File: src/rtl/regfile_write_arbiter_pkg.sv
// Shared types and constants for the register-file write-port arbiter:
// FSM state encoding, round-robin pointer encoding and register count.
package regfile_write_arbiter_pkg;

  localparam int DEF_ADDR_WIDTH = 5;
  localparam int NUM_REGS       = 2 ** DEF_ADDR_WIDTH;

  typedef enum logic {
    ST_CLEAR = 1'b0,
    ST_RUN   = 1'b1
  } arb_state_e;

  typedef enum logic {
    PTR_R0 = 1'b0,
    PTR_R1 = 1'b1
  } rr_ptr_e;

endpackage

File: src/rtl/decoder_5_32.sv
// 5-to-32 one-hot decoder with an enable; output is all zero when disabled.
module decoder_5_32 (
  input  logic        i_en,
  input  logic [4:0]  i_addr,
  output logic [31:0] o_sel
);

  always_comb begin
    o_sel = '0;
    if (i_en) o_sel[i_addr] = 1'b1;
  end

endmodule

File: src/rtl/regfile_write_arbiter.sv
// Owns the register-file write port: clears every row after reset, then
// shares the port between the ALU (R0) and load (R1) write-back requesters.
import regfile_write_arbiter_pkg::*;

module regfile_write_arbiter #(
  parameter int DATA_WIDTH     = 32,
  parameter int ADDR_WIDTH     = 5,
  parameter bit CLEAR_ON_RESET = 1'b1,
  localparam int NUM_REGS_L    = 2 ** ADDR_WIDTH
) (
  input  logic                  Clk,
  input  logic                  Rst,
  input  logic                  Req0Valid,
  input  logic [ADDR_WIDTH-1:0] Req0Addr,
  input  logic [DATA_WIDTH-1:0] Req0Data,
  output logic                  Req0Ready,
  input  logic                  Req1Valid,
  input  logic [ADDR_WIDTH-1:0] Req1Addr,
  input  logic [DATA_WIDTH-1:0] Req1Data,
  output logic                  Req1Ready,
  output logic                  WrEn,
  output logic [ADDR_WIDTH-1:0] WrAddr,
  output logic [DATA_WIDTH-1:0] WrData,
  output logic [NUM_REGS_L-1:0] WrSel,
  output logic                  Busy,
  output logic                  ClearDone
);

  // Handshake: a requester transfers in any cycle where its Valid and Ready
  // are both high; Ready is the combinational grant and is only ever raised
  // in RUN. Requesters hold Valid/Addr/Data stable until they see Ready.

  arb_state_e            r_state;
  rr_ptr_e               r_ptr;
  logic [ADDR_WIDTH-1:0] r_cnt;
  logic                  r_wr_en;
  logic [ADDR_WIDTH-1:0] r_wr_addr;
  logic [DATA_WIDTH-1:0] r_wr_data;
  logic                  r_busy;
  logic                  r_clear_done;

  logic w_run;
  logic w_both;
  logic w_grant0;
  logic w_grant1;

  assign w_run    = (r_state == ST_RUN);
  assign w_both   = Req0Valid && Req1Valid;
  assign w_grant0 = w_run && Req0Valid && (!Req1Valid || (r_ptr == PTR_R0));
  assign w_grant1 = w_run && Req1Valid && (!Req0Valid || (r_ptr == PTR_R1));

  assign Req0Ready = w_grant0;
  assign Req1Ready = w_grant1;

  always_ff @(posedge Clk) begin
    if (Rst) begin
      r_state      <= CLEAR_ON_RESET ? ST_CLEAR : ST_RUN;
      r_ptr        <= PTR_R0;
      r_cnt        <= '0;
      r_wr_en      <= 1'b0;
      r_wr_addr    <= '0;
      r_wr_data    <= '0;
      r_busy       <= CLEAR_ON_RESET;
      r_clear_done <= !CLEAR_ON_RESET;
    end else begin
      case (r_state)
        ST_CLEAR: begin
          r_wr_en   <= 1'b1;
          r_wr_addr <= r_cnt;
          r_wr_data <= '0;
          r_cnt     <= r_cnt + 1'b1;
          if (&r_cnt) begin
            r_state      <= ST_RUN;
            r_busy       <= 1'b0;
            r_clear_done <= 1'b1;
          end
        end
        ST_RUN: begin
          // Register 0 is hardwired zero: accept the request, write nothing.
          if (w_grant0) begin
            r_wr_en <= (Req0Addr != '0);
            if (Req0Addr != '0) begin
              r_wr_addr <= Req0Addr;
              r_wr_data <= Req0Data;
            end
            if (w_both) r_ptr <= PTR_R1;
          end else if (w_grant1) begin
            r_wr_en <= (Req1Addr != '0);
            if (Req1Addr != '0) begin
              r_wr_addr <= Req1Addr;
              r_wr_data <= Req1Data;
            end
            if (w_both) r_ptr <= PTR_R0;
          end else begin
            r_wr_en <= 1'b0;
          end
        end
        default: r_state <= ST_RUN;
      endcase
    end
  end

  assign WrEn      = r_wr_en;
  assign WrAddr    = r_wr_addr;
  assign WrData    = r_wr_data;
  assign Busy      = r_busy;
  assign ClearDone = r_clear_done;

  // Row select is decoded from registered outputs only, so it cannot glitch.
  generate
    if (ADDR_WIDTH == DEF_ADDR_WIDTH) begin : g_dec
      decoder_5_32 u_dec (
        .i_en   (r_wr_en),
        .i_addr (r_wr_addr),
        .o_sel  (WrSel)
      );
    end else begin : g_shift
      assign WrSel = r_wr_en ? ({{(NUM_REGS_L-1){1'b0}}, 1'b1} << r_wr_addr) : '0;
    end
  endgenerate

endmodule

File: config.mk
export PLATFORM = sky130hd
export DESIGN_NAME = regfile_write_arbiter
export DESIGN_NICKNAME = d
export VERILOG_FILES = /design/src/rtl/regfile_write_arbiter_pkg.sv /design/src/rtl/decoder_5_32.sv /design/src/rtl/regfile_write_arbiter.sv
export SDC_FILE = /design/constraint.sdc
export NUM_CORES = 1
export LEC_CHECK = 0
export ABC_AREA = 1
export BUFFER_PORTS_ARGS = -buffer_cell sky130_fd_sc_hd__buf_4
export CAP_MARGIN = 20
export CORE_MARGIN = 2
export CORE_UTILIZATION = 45
export DETAILED_ROUTE_END_ITERATION = 10
export GPL_TIMING_DRIVEN = 1
export HOLD_SLACK_MARGIN = 0.06
export PLACE_DENSITY_LB_ADDON = 0.1
export SETUP_SLACK_MARGIN = 0.15
export SLEW_MARGIN = 20
export SYNTH_ARGS = -nofsm -noshare
export SYNTH_HDL_FRONTEND = slang
export SYNTH_SLANG_ARGS = --single-unit
export TNS_END_PERCENT = 20
File: constraint.sdc
create_clock -name Clk -period 4 [get_ports Clk]
set_input_delay 0.2 -clock Clk [delete_from_list [all_inputs] [get_ports Clk]]
set_output_delay 0.2 -clock Clk [all_outputs]
set_load 0.05 [all_outputs]
# Word-level counts from Yosys, hierarchy flattened
# Index checks and enable logic that the tools add are counted.
[word_totals] register_bits=47 inputBits=78 output_inout_bits=74 wordCells=55
[op_classes] addsub=1 n_lt_le_gt_ge=2 eq_ne=3 muxes=22 bitwise_logic=2 reduce_logical=17
[op_table] cell="$mux 32" n=5
[op_table] cell="$pmux 32 s2" n=1
[op_table] cell="$mux 5" n=4
[op_table] cell="$pmux 5 s2" n=1
[op_table] cell="$reduce_bool 5->1" n=2
[op_table] cell="$mux 1" n=9
[op_table] cell="$logic_and 1x1->1" n=6
[op_table] cell="$lt 5x6->1 const B" n=1
[op_table] cell="$ne 3x2->1 const B" n=2
[op_table] cell="$reduce_and 3->1" n=2
[op_table] cell="$reduce_and 6->1" n=1
[op_table] cell="$add 5x1->5 const B" n=1
[op_table] cell="$demux 1 s5" n=1
[op_table] cell="$ge 5x1->1 const B" n=1
[op_table] cell="$reduce_and 5->1" n=1
[op_table] cell="$ne 3x3->1 const B" n=1
[op_table] cell="$logic_not 1->1" n=2
[op_table] cell="$logic_or 1x1->1" n=2
[op_table] cell="$not 1->1" n=2
[op_table] cell="$pmux 1 s2" n=1
[op_table] cell="$reduce_bool 2->1" n=1

# Depth between registers and ports, before layout
[logic_depth] depth_word=6 ltp_mapped=10 mapped_depth_nobuf=8

# By module
# A second synthesis with hierarchy kept.
[hier_totals] hier_cells=515 area_unflattened_um2=2931.6
[by_module_without_submodules] module="regfile_write_arbiter" instances=1 cells_each=465 area_each_um2=2731.4 seq_area_each_um2=940.9
[by_module_without_submodules] module="decoder_5_32" instances=1 cells_each=50 area_each_um2=200.2 seq_area_each_um2=0.0

# Worst setup path after synthesis
# No wires, ideal clock.
[synth_path] path_kind="reg-to-reg" startpoint="register r_state" endpoint="register r_wr_data[0], in the netlist WrData[0]" setup_time_ns=0.114 arrival_ns=2.118 required_time_ns=3.886 slack_ns=1.768 stages_incl_launch_ff=10 n_path_buf=2 synth_period_minus_slack_ns=2.232 path_cell_list="dfxtp_1 buf_4 nand2_1 a21oi_1 nand2_1 nand2_4 buf_4 nand3_1 nand2_1 nor2_1"
[synth_between] elab_chain_len=4 elab_cells_between_ends=11 cone_classes="3 x eq/ne; 2 x mux; 1 x bitwise; 5 x reduce/logical"
[synth_lines] item="start, declared" line_no="regfile_write_arbiter.sv:33" text="arb_state_e r_state;"
[synth_lines] item="start signal, assigned" line_no="regfile_write_arbiter.sv:57" text="r_state <= CLEAR_ON_RESET ? ST_CLEAR : ST_RUN;"
[synth_lines] item="$logic_and 1x1->1 (2 in series)" line_no="regfile_write_arbiter.sv:50" text="assign w_grant1 = w_run && Req1Valid && (!Req0Valid || (r_ptr == PTR_R1));"
[synth_lines] item="net Req1Ready" line_no="regfile_write_arbiter.sv:20" text="output logic Req1Ready,"
[synth_lines] item="$ne 3x3->1 (no line)"
[synth_lines] item="$reduce_and 3->1 (no line)"
[synth_lines] item="end signal, assigned" line_no="regfile_write_arbiter.sv:84" text="r_wr_data <= Req0Data;"
[synth_lines] item="end signal, assigned" line_no="regfile_write_arbiter.sv:91" text="r_wr_data <= Req1Data;"
[synth_lines] item="end, declared" line_no="regfile_write_arbiter.sv:38" text="logic [DATA_WIDTH-1:0] r_wr_data;"
# The timed path passes the listed nets, and every way through them passes these cells.
# A chain may end at the register's enable or synchronous reset.

# Final worst setup path
[layout_path] startpoint="register r_state" endpoint="register r_wr_addr[2], in the netlist WrAddr[2]"
[layout_between] elab_chain_len=4 elab_cells_between_ends=11 cone_classes="3 x eq/ne; 2 x mux; 1 x bitwise; 5 x reduce/logical"
[layout_lines] item="$logic_and 1x1->1 (on tied branches) (2 in series)" line_no="regfile_write_arbiter.sv:49, regfile_write_arbiter.sv:50"
[layout_lines] item="$ne 3x2->1 (no line) (tied with other cells)"
[layout_lines] item="$reduce_and 3->1 (no line) / $pmux 5 s2 (equally long branches)"
[layout_lines] item="end signal, assigned" line_no="regfile_write_arbiter.sv:69" text="r_wr_addr <= r_cnt;"
[layout_lines] item="end signal, assigned" line_no="regfile_write_arbiter.sv:83" text="r_wr_addr <= Req0Addr;"
[layout_lines] item="end signal, assigned" line_no="regfile_write_arbiter.sv:90" text="r_wr_addr <= Req1Addr;"
[layout_lines] item="end, declared" line_no="regfile_write_arbiter.sv:37" text="logic [ADDR_WIDTH-1:0] r_wr_addr;"
# Parallel ways exist; a longest one is shown, timed or not.

==> summary.txt <==
Status
  – Outcome: completed

Timing
  – Final WS setup: about 1.6 ns
  – Period minus WS final: 2.369 ns
  – Least-Margin Pin Slew: around 1.1 ns
  – Total Negative Setup Slacks: 0 ns
  – Portion of the clock cycle consumed by the worst path in the final layout: 0.5923
  – Final max-slew violation count: 0
  – Worst hold margin: roughly 0.10 ns
  – Setup-failing EPs final: 0
  – Highest clock frequency the design can meet: approximately 420 MHz
  – Setup repair after global routing missed its margin: false
  – Worst slew margin relative to its limit: 0.2504
  – Layout Skew: just over 0.004 ns
  – Total count of hold-check failures in the final report: 0

Setup path
  – Slowest stage cell, crit path: buf_4
  – Data arrival time of the worst path: 2.56 ns
  – Largest driver fanout on the critical path: slightly above 50
  – Setup Crit Path Kind: register to register
  – Type of origin of the critical path: register
  – Crit path required time: ~4.2 ns
  – Start point of the critical path: r_state
  – Worst R2R Start: r_state
  – Cell chain of the critical path: buf_4 > nand2_1 > a21oi_1 > nand2_1 > nand2_4 > nand2_2 > nor2_1 > nor2_1
  – Maximum single-stage delay on the critical path: 0.45 ns
  – Crit. End Element: register

Route
  – Number of antenna-violating nets in the routed design: 0
  – First-pass DRT Iterations: 5
  – Detailed Route Iter0 Violations: 252
  – Final routed DRC violation total: 0
  – Wire length per cell: between 10 and 15 um
  – Total Wirelength: roughly 9000 um
  – Drt via density: 4.947
  – DR vias: about 3600

Synthesis
  – FFs w/ async S/R, synth: 0
  – Most frequently used cell type in the post-synthesis netlist: nor2_1
  – Synthesized area per cell: around 5.8 um^2
  – Number of different library cells in the post-synthesis netlist: 23
  – Area contributors post-synth: dfxtp_1 (31%), nand3_1 (18%), nor2_1 (15%)
  – Syn Std Cell Area: 3022 um^2
  – Net Count, Synth: 599
  – Synth Flop Type: dfxtp_1
  – Sequential element share of the synthesized area: 0.3114
  – Syn. warnings: 0
  – Instance count of the mapped netlist: ~520
  – Leading area contributor after synthesis: dfxtp_1
  – Number of flip-flops and latches in the synthesized netlist: 47
  – Post-synth top area share: 0.3114
  – Top cells by instance count after synthesis: nor2_1 (119), nand3_1 (106), nand2_1 (103)
  – Number of enable-type register cells in the synthesized netlist: 0

Floorplan
  – Area enclosed by the die boundary: ~7400 um^2
  – Row cnt: 29
  – Die H: 85.95 um
  – Placeable core area: between 6000 and 7000 um^2
  – I/O pin count: around 150
  – Effective utilization at floorplan: 0.4705
  – Width of the die: 85.95 um

Pwr
  – Leakage power total: between 0.002 and 0.0025 uW
  – Worst IR drop on VDD: roughly 0.22 mV
  – Internal power summed over all cells: roughly 700 uW
  – Register share of total power: 0.508
  – PD cells: 221.5 nW/um^2
  – Combinational share of power: 0.147
  – Clock share of power: 0.345
  – Switching Fraction: 0.2533
  – Net load switching power: approximately 240 uW

Finish
  – Fraction of final layout cells sized beyond drive strength 1: 0.2645
  – Area grow syn2layout: 40.37%
  – Layout Nets: 733
  – Count of filler cells inserted in the layout: slightly above 600
  – Number of antenna repair diodes: 0

Clock network
  – Post-cts sizing count: 0
  – Longest Clk Path Bufs: 2
  – Skew-Pair Late Insertion Delay: ~0.30 ns
  – CTS Hold Bufs: 0
  – Clock net sink count: 47
  – Num CTS Buffers: 5
  – CTS tree: done
  – Clock Root Buffer: clkbuf_8
  – Maximum level of the CTS H-tree: 2
  – Post-CTS repair timing setup buffer count: 0
  – Clk slew on worst S/H paths: around 0.09 ns

Global route
  – Maximum number of pins on one net before global-route repair: between 50 and 60
  – Residual overflow from global routing: 0
  – Initial antenna violation count: 0
  – Via count of the first global-routing pass: 3199
  – GRT Total Usage: 0.2455
  – Wire length of the first global-routing pass: between 10000 and 15000 um

Job
  – Max Cap Violations: 0

Placed design
  – Worst setup timing slack at the placement stage: 1.677 ns
  – Routability congestion estimate: 0.8800
  – I/O Buffers: about 150
  – HPWL reported at the end of detailed placement: 6890 um

Min path
  – Class of the most critical hold timing path: input pin to register
  – Worst hold start: Rst
## worst max-delay path: cells and delay by family (launching register included)
family          cells  cell delay [ns]
buf+inv             1             0.45
compound gates      1             0.18
flops               1             0.34
simple gates        6             1.26
## through the flow
step | power, uW | util | cells | instance area [um^2]
after global placement | 621.8 | 0.6400 | 722 | 4110
after floorplan | 545.8 | - | 519 | 3022
final | 939.7 | 0.6604 | 731 | 4242
after detailed placement | 626.4 | 0.6443 | 723 | 4138
after CTS | 945.6 | 0.6604 | 731 | 4242
after global routing | 979.9 | 0.6604 | 731 | 4242
## per-layer routing
layer	global-route usage	vias up	share of wire
li1	-	1860	-
met1	0.3109	1593	0.42
met2	0.4299	151	0.49
met3	0.04524	12	0.082
met4	0.05916	0	0.011
met5	0	-	0
## sequential cells by signal (all words and copies together) (netlist names)
| signal | flops |
|---|---|
| WrEn | 1 |
| r_cnt | 5 |
| r_state | 1 |
| Busy | 1 |
| r_ptr | 1 |
| WrData | 32 |
| WrAddr | 5 |
| ClearDone | 1 |
## cells by family (layout without fill, tap and decap cells)
logic type	after synthesis	after routing	synth area share
adders and majority gates	2	2	0.008280
DFF	47	47	0.3114
AOI/OAI and AO/OA	10	10	0.02029
and+or+nand+nor	349	349	0.5023
buffers and inverters	111	246	0.1578
## final timing paths
| path | depth (start not counted) | endpoint | slack, ns |
|---|---|---|---|
| hold reg to reg | 2 | Busy | 0.46 |
| hold / removal | 2 | r_state | 0.10 |
| setup / recovery | 8 | WrAddr[2] | 1.63 |
| setup reg to reg | 8 | WrAddr[2] | 1.63 |
## layout make-up
type	count	area [um^2]	area share
multi-input cells	361	1604	0.3782
inverters	83	311.5	0.07345
repair buffers	155	1184	0.2791
flip-flops and latches	47	942.2	0.2221
well taps	77	96.34	0.02271
clock buffers	7	96.34	0.02271
clock inverters	1	7.507	0.001770
## power by group through the flow
stage	clock (uW)	sequential, uW	combinational [uW]
after floorplan	0	495	51.0
after global placement	0	488	134
after detailed placement	0	488	138
after CTS	330	477	139
after global routing	349	478	152
final	324	477	138
## cell usage in the layout (no fill, tap or decap), types with 2 or more instances in the layout
cell type / instances
nand2_1: 103
a21oi_1: 5
nand2_2: 3
nor3_1: 3
nand4_1: 10
nor2_1: 119
nand3_1: 106
nand2_4: 2
clkbuf_8: 7
buf_4: 154
inv_1: 81
ha_1: 2
dfxtp_1: 46
o21ai_0: 4
Power figures use the tool's default switching activity.
